$ cat config.mk
export PLATFORM = sky130hd
export DESIGN_NAME = regfile_write_port
export DESIGN_NICKNAME = d
export VERILOG_FILES = /design/src/rtl/regfile_pkg.sv /design/src/rtl/regfile_write_port_decoder.sv /design/src/rtl/regfile_write_port.sv
export SDC_FILE = /design/constraint.sdc
export NUM_CORES = 1
export LEC_CHECK = 0
export ABC_AREA = 0
export BUFFER_PORTS_ARGS = -buffer_cell sky130_fd_sc_hd__buf_2
export CAP_MARGIN = 20
export CORE_ASPECT_RATIO = 0.6
export CORE_MARGIN = 2
export CORE_UTILIZATION = 43
export CTS_CLUSTER_SIZE = 12
export DETAILED_ROUTE_END_ITERATION = 10
export PLACE_DENSITY = 0.83
export SETUP_SLACK_MARGIN = 0.02
export SLEW_MARGIN = 20
export SYNTH_ARGS = -nofsm -noshare
export SYNTH_HDL_FRONTEND = slang
export SYNTH_SLANG_ARGS = --single-unit
$ cat constraint.sdc
create_clock -name clk -period 1.7 [get_ports clk]
set_input_delay 0.255 -clock clk [delete_from_list [all_inputs] [get_ports clk]]
set_output_delay 0.255 -clock clk [all_outputs]
set_load 0.02 [all_outputs]
$ cat src/rtl/regfile_pkg.sv
// regfile_pkg
// Shared register-file constants and the write-request type. Used by the
// write port, the read-side muxes and the writeback stage, so all of them
// agree on register count and field widths.
//   ADDR_W   : register address width
//   DATA_W   : register / write data width
//   NUM_REGS : number of architectural registers
//   ZERO_REG : index of the register that becomes hardwired zero when
//              REGFILE_ZERO_REG_EN is defined
//   wr_req_t : {valid, addr, data} write request
package regfile_pkg;

    localparam int ADDR_W   = 5;
    localparam int DATA_W   = 64;
    localparam int NUM_REGS = 1 << ADDR_W;
    localparam int ZERO_REG = NUM_REGS - 1;

    typedef struct packed {
        logic              valid;
        logic [ADDR_W-1:0] addr;
        logic [DATA_W-1:0] data;
    } wr_req_t;

endpackage

$ cat src/rtl/regfile_write_port_decoder.sv
// decoder_onehot
// Binary-to-one-hot decoder with enable. With en=0 the output is all zero;
// otherwise exactly the bit selected by sel is set.
//   en     : in  1      decode enable
//   sel    : in  IN_W   binary select
//   onehot : out OUT_W  one-hot result
module decoder_onehot #(
    parameter int IN_W  = 5,
    parameter int OUT_W = 1 << IN_W
) (
    input  logic             en,
    input  logic [IN_W-1:0]  sel,
    output logic [OUT_W-1:0] onehot
);

    always_comb begin
        onehot = '0;
        if (en) begin
            onehot[sel] = 1'b1;
        end
    end

endmodule

$ cat src/rtl/regfile_write_port.sv
// regfile_write_port
// Stages one register write per cycle and drives the register array's
// one-hot write enables from the staged request. The staged request is also
// compared against both read addresses so the read muxes can forward a write
// that has not yet landed in the array.
//
// Optional feature macro: REGFILE_ZERO_REG_EN
//   When defined, register ZERO_REG is hardwired zero: a write to it still
//   occupies the stage but never raises a write enable or a forwarding hit.
//
// Ports
//   clk, rst_n           : clock, async active-low reset
//   in_valid/addr/data   : incoming write request
//   stall                : hold stage, block capture, suppress array write
//   flush                : drop staged write and current input (beats stall)
//   rd_addr_a, rd_addr_b : read-port addresses for the forwarding compare
//   we                   : one-hot register write enables
//   wdata, fwd_data      : staged write data
//   fwd_a_hit, fwd_b_hit : staged write targets rd_addr_a / rd_addr_b
//   stage_valid          : staged write pending
module regfile_write_port
    import regfile_pkg::*;
(
    input  logic                clk,
    input  logic                rst_n,
    input  logic                in_valid,
    input  logic [ADDR_W-1:0]   in_addr,
    input  logic [DATA_W-1:0]   in_data,
    input  logic                stall,
    input  logic                flush,
    input  logic [ADDR_W-1:0]   rd_addr_a,
    input  logic [ADDR_W-1:0]   rd_addr_b,
    output logic [NUM_REGS-1:0] we,
    output logic [DATA_W-1:0]   wdata,
    output logic                fwd_a_hit,
    output logic                fwd_b_hit,
    output logic [DATA_W-1:0]   fwd_data,
    output logic                stage_valid
);

    wr_req_t stage;
    logic    zero_suppress;

    // addr/data are captured even for an invalid request; only valid gates use.
    always_ff @(posedge clk or negedge rst_n) begin
        if (!rst_n) begin
            stage <= '0;
        end else if (flush) begin
            stage.valid <= 1'b0;
        end else if (!stall) begin
            stage <= '{valid: in_valid, addr: in_addr, data: in_data};
        end
    end

`ifdef REGFILE_ZERO_REG_EN
    assign zero_suppress = (stage.addr == ADDR_W'(ZERO_REG));
`else
    assign zero_suppress = 1'b0;
`endif

    decoder_onehot #(
        .IN_W  (ADDR_W),
        .OUT_W (NUM_REGS)
    ) u_we_dec (
        .en     (stage.valid & ~stall & ~zero_suppress),
        .sel    (stage.addr),
        .onehot (we)
    );

    // Hits ignore stall: a stalled write is still the newest value of its register.
    assign fwd_a_hit   = stage.valid & ~zero_suppress & (stage.addr == rd_addr_a);
    assign fwd_b_hit   = stage.valid & ~zero_suppress & (stage.addr == rd_addr_b);
    assign wdata       = stage.data;
    assign fwd_data    = stage.data;
    assign stage_valid = stage.valid;

endmodule

## After elaboration in Yosys (flattened, before gate mapping)

Cells that the tools add are included.

| storage, ports and cells | value |
|---|---|
| flip-flop bits (word level) | 70 |
| output and inout port bits | 163 |
| bits of input ports | 84 |
| logic and storage cells | 20 |

| cells by class | value |
|---|---|
| eq/ne operators | 3 |
| multiplexer cells | 5 |
| reductions and logical operators | 2 |
| bitwise gates (word level) | 5 |
| $lt $le $gt $ge | 2 |

Operator list:

| cell | number |
|---|---|
| $mux 70 | 1 |
| $mux 32 | 1 |
| $eq 5x5->1 | 2 |
| $lt 5x6->1 const B | 1 |
| $demux 1 s5 | 1 |
| $ge 5x1->1 const B | 1 |
| $and 1x1->1 | 3 |
| $mux 1 | 2 |
| $ne 2x1->1 const B | 1 |
| $not 1->1 | 2 |
| $reduce_and 2->1 | 1 |
| $logic_and 1x1->1 | 1 |

## Longest topological paths before layout

| depth | value |
|---|---|
| depth in word-level cells | 5 |
| mapped depth | 5 |
| mapped depth without buffers | 3 |

## Cells and area by module

Synthesis repeated with hierarchy kept, for this count alone.

| unflattened totals | value |
|---|---|
| cell total of the unflattened synthesis | 339 |
| area total of the unflattened synthesis | 3965.1 um^2 |

By module, submodules not included:

| module | seq. area each (um^2) | cells each | times used | area each (um^2) |
|---|---|---|---|---|
| regfile_write_port | 1751.7 | 292 | 1 | 3734.8 |
| decoder_onehot | 0.0 | 47 | 1 | 230.2 |

## Worst setup path after synthesis

Ideal clock, no wire load.

| timing path | value |
|---|---|
| kind | reg2out |
| from | register stage[67] (netlist bit) |
| to | output we[4] |
| cell stages (with the launch flop) | 4 |
| required time | 1445 ps |
| slack | 120 ps |
| arrival time | 1325 ps |
| buffers on the path | 1 |
| path through | dfrtp_1 buf_2 or3b_2 nor2_1 |

| between the ends | value |
|---|---|
| cells in the longest elaborated chain, start to end | 5 |
| elaborated cells between the ends (all ways) | 6 |
| those cells by class | order compare (2); mux (3); reduce/logical (1) |

RTL lines:

| item | line | text |
|---|---|---|
| start, declared | regfile_write_port.sv:41 | `wr_req_t stage;` |
| start signal, assigned | regfile_write_port.sv:51 | `stage <= '{valid: in_valid, addr: in_addr, data: in_data};` |
| $lt 5x6->1 (implied by the code) or $ge 5x1->1 (tied branches) | regfile_write_port_decoder.sv:19 | `onehot[sel] = 1'b1;` |
| $logic_and 1x1->1 (implied by the code) | regfile_write_port_decoder.sv:19 |  |
| $mux 1 (implied by the code) | regfile_write_port_decoder.sv:19 |  |
| $demux 1 s5 * | - |  |
| $mux 32 * | regfile_write_port_decoder.sv:18 | `if (en) begin` |
| end, declared | regfile_write_port.sv:33 | `output logic [NUM_REGS-1:0] we,` |

Mark *: on every way between the ends. The rest lies on a longest branch, timed or not.

## Final worst setup path

| timing path | value |
|---|---|
| from | register stage[67] (netlist bit) |
| to | output we[14] |

The elaborated chain is that of the path after synthesis.

==> flow_summary_export.csv <==
group,metric,value,unit
final_layout,diodes,0,
timing,maxSlewHeadroom,0.747,
global_route,gr-usage-met3,0.0579,
global_route,globalRoute.busiestLayer,"met2",
placement,placed_cells_incl_taps,569,
global_route,largest_net_degree_at_the_start_of_global_routing,37,
yosys,synthesis.nets,428,
placement,io_buffer_count,246,
drt,route.detailed.wl_per_inst,15.1,µm
power_and_ir_drop,p_sw_frac,0.339,
placement,dp.final_hpwl,6240,µm
yosys,synth_fa_ha_area_frac,0,
clocking,clock-root-buffer,"clkbuf_16",
die,row_count,27,
timing,finClkSkew,0,ns
timing,finalWorstSetupSlack,-0.199,ns
worst_setup_path,critical_path.slowest_cell,"dfrtp_2",
run_status,status,"finished, violations left",
worst_setup_path,max_stage_delay,0.46,ns
final_layout,final_core_utilization,0.567,
worst_setup_path,crit_chain,"buf_6, buf_4, nand3b_1, nor2_1, buf_4",
yosys,synth-seq-area-share,0.442,
clocking,cts_htree_levels,3,
global_route,global_route.overflow_total,0,
timing,finalHoldWorstSlack,0.123,ns
yosys,instance_count_of_the_mapped_netlist,344,
run_status,failed_checks,"setup timing",
timing,final.period_utilization,1.12,
yosys,synth.area.top_cells,"dfrtp_1 (44%), buf_4 (24%), mux2_2 (17%)",
global_route,grt_pass1_wl,13000,µm
timing,final.min_clock_period,1.90,ns
global_route,grt_antenna_before_repair,0,
final_layout,design_area,5130,µm²
power_and_ir_drop,p_per_area,1120,nW/µm²
drt,drt_pre_antenna_iters,4,
global_route,grt_util_met1,0.204,
power_and_ir_drop,vdd_ir_drop_max,0.576,mV
drt,vias,2809,
yosys,yosys.area.top_type_share,0.442,
die,io_pins,247,
worst_setup_path,critPathMaxFanout,6,
clocking,cts_buffer_depth,2,
clocking,tritoncts_num_sinks,70,
placement,placement.setup.worst_slack,0.107,ns
worst_setup_path,critPathLaunch,"stage[67]$_DFFE_PN0P_",
worst_setup_path,critical_path.most_common_cell,"buf_4",
power_and_ir_drop,leakagePower,2.56,nW
worst_hold_path,hp-start,"flush",
clocking,tritoncts,"yes",
yosys,synth_compound_gate_area_share,0,
worst_setup_path,critical_path.reg2reg.startpoint,"stage[66]$_DFFE_PN0P_",
drt,drt_first_iter_violations,107,
yosys,yosysWarningCount,0,
drt,route.final.wire_length,9150,µm
placement,placedInstanceArea,4370,µm²
placement,placer_congestion_estimate,0.861,
yosys,synthMuxAreaShare,0.208,
drt,drc,0,
global_route,grt_usage,0.168,
yosys,synth.distinct_cells,24,
final_layout,final.fill_count,775,
final_layout,instances_no_fill,605,
power_and_ir_drop,p_seq_frac,0.368,
clocking,clk-insertion-delay-late,0.32,ns
die,floorplan.initialDensity,0.437,
timing,slew_violations,0,
drt,drt.antenna.violating_nets,0,
timing,max_slew.worst_pin.slew,0.380,ns
power_and_ir_drop,switching_power,1.95,mW
worst_hold_path,hp-class,"in2reg",
yosys,synth-xor-area-share,0.0221,
die,dieHeight,78.3,µm
die,core-area,9050,µm²
global_route,grt_use_met2,0.286,
final_layout,final_net_count,568,
yosys,netlist_area,3960,µm²
timing,rsz0062_at_grt,"yes",
yosys,postSynthRegisterBits,70,
final_layout,drive_above_1_share,0.785,
timing,hold_viol_final,0,
die,floorplan.die_area,10000,µm²
worst_setup_path,start_kind,"register",
power_and_ir_drop,p_comb_frac,0.312,
clocking,clkTransAtPathRegs,0.06,ns
timing,setup_violations,33,
worst_setup_path,timing.critical_path.to_type,"primary output",
timing,fmaxAchievable,0.527,GHz
global_route,grt_pass1_vias,2558,
worst_setup_path,cp.required,1.44,ns
power_and_ir_drop,power.share.clock,0.320,
job,maxCapViolations,0,
worst_setup_path,timing.critical_path.arrival,1.64,ns
power_and_ir_drop,internal_power,3.81,mW
clocking,cts_inserted_buffers,9,
yosys,syn-mean-instance-area,11.5,µm²
yosys,synth-simple-area-share,0.0648,
yosys,yosys.area.top_type,"dfrtp_1",
die,floorplan.die.width,128,µm
yosys,largest_family_of_logic_cells_by_synthesized_area,"buffers and inverters",
final_layout,flow.area_growth_from_synthesis,29.6,%
worst_setup_path,crit_type,"reg2out",
drt,via_per_inst,4.64,
==> worst max-delay path, delay by kind of cell, from the launching register on <==
| kind | cells | cell delay, ns |
|---|---|---|
| flip-flops | 1 | 0.46 |
| buffers and inverters | 3 | 0.44 |
| AND/OR/NAND/NOR | 2 | 0.41 |
==> path summary, 6_finish.rpt <==
kind,endpoint,slack [ns],cells past startpoint
setup / recovery,we[14],-0.20,5
hold / removal,stage_valid$_DFFE_PN0P_,0.12,2
setup reg to reg,stage[66]$_DFFE_PN0P_,0.60,3
hold reg to reg,fwd_data[29]$_DFFE_PN0P_,0.52,1
max in group asynchronous,fwd_data[41]$_DFFE_PN0P_,0.77,3
min in group asynchronous,fwd_data[27]$_DFFE_PN0P_,0.42,2
==> layout make-up <==
cell class	instances	area, µm²	area share
Clock buffer	9	225	0.0439
Clock inverter	7	73.8	0.0144
Multi-Input combinational cell	132	1300	0.253
Sequential cell	70	1760	0.343
Tap cell	116	145	0.0283
Timing Repair Buffer	271	1630	0.317
==> stage by stage <==
stage	TNS, ns	power (mW)
floorplan	0	3.75
global placement	0	3.75
detailed placement	0	3.79
CTS	-1.94	5.78
global route	-5.51	6.06
finish	-3.38	5.77
==> registers in the layout (all words and copies together) (netlist names) <==
signal       flops
fwd_data        64
stage            5
stage_valid      1
==> power by group through the flow <==
stage               combinational, mW  clock (mW)  sequential [mW]
floorplan                        1.68           0             2.08
global placement                 1.63           0             2.12
detailed placement               1.64           0             2.15
CTS                              1.76        1.90             2.12
global route                     1.90        1.99             2.16
finish                           1.80        1.84             2.12
==> cell usage in the layout (no fill, tap or decap), types with 3 or more instances in the layout <==
cell type and n:
nor2_2 8, dfrtp_1 64, buf_6 22, clkinvlp_4 4, buf_2 211, mux2_2 59
nor2_1 20, nand3b_1 3, buf_12 3, clkbuf_16 9, mux2_4 10, buf_4 34
dfrtp_2 6, nor2_4 7, xor2_1 8
==> layer usage <==
metal	share of wire	wire length (µm)
met1	0.40	3670
met2	0.50	4570
met3	0.079	723
met4	0.020	182
met5	0	0
==> repair_timing <==
action,in CTS,in global routing
endpoints found under the setup margin,34,34
resized for setup,60,39
hold buffers,1,0
endpoints found under the hold margin,27,0
pin swaps,15,16
setup buffers,15,4
==> cell usage after synthesis (all sizes together) <==
master and n:
nor2 35, buf 138, nand2b 1, dfrtp 70, nand3b 3, mux2i 1, and3 2, or3b 2
nand4bb 1, xor2 8, clkbuf 4, nor4 2, nand4b 1, mux2 69, nand3 1, nor3b 1
xnor2 2, nand2 2, or3 1
==> cell families after synthesis <==
family / Yosys count
buffers and inverters: 142
multiplexers: 70
flip-flops: 70
AND/OR/NAND/NOR: 52
XOR/XNOR: 10
(Power assumes the default switching activity.)
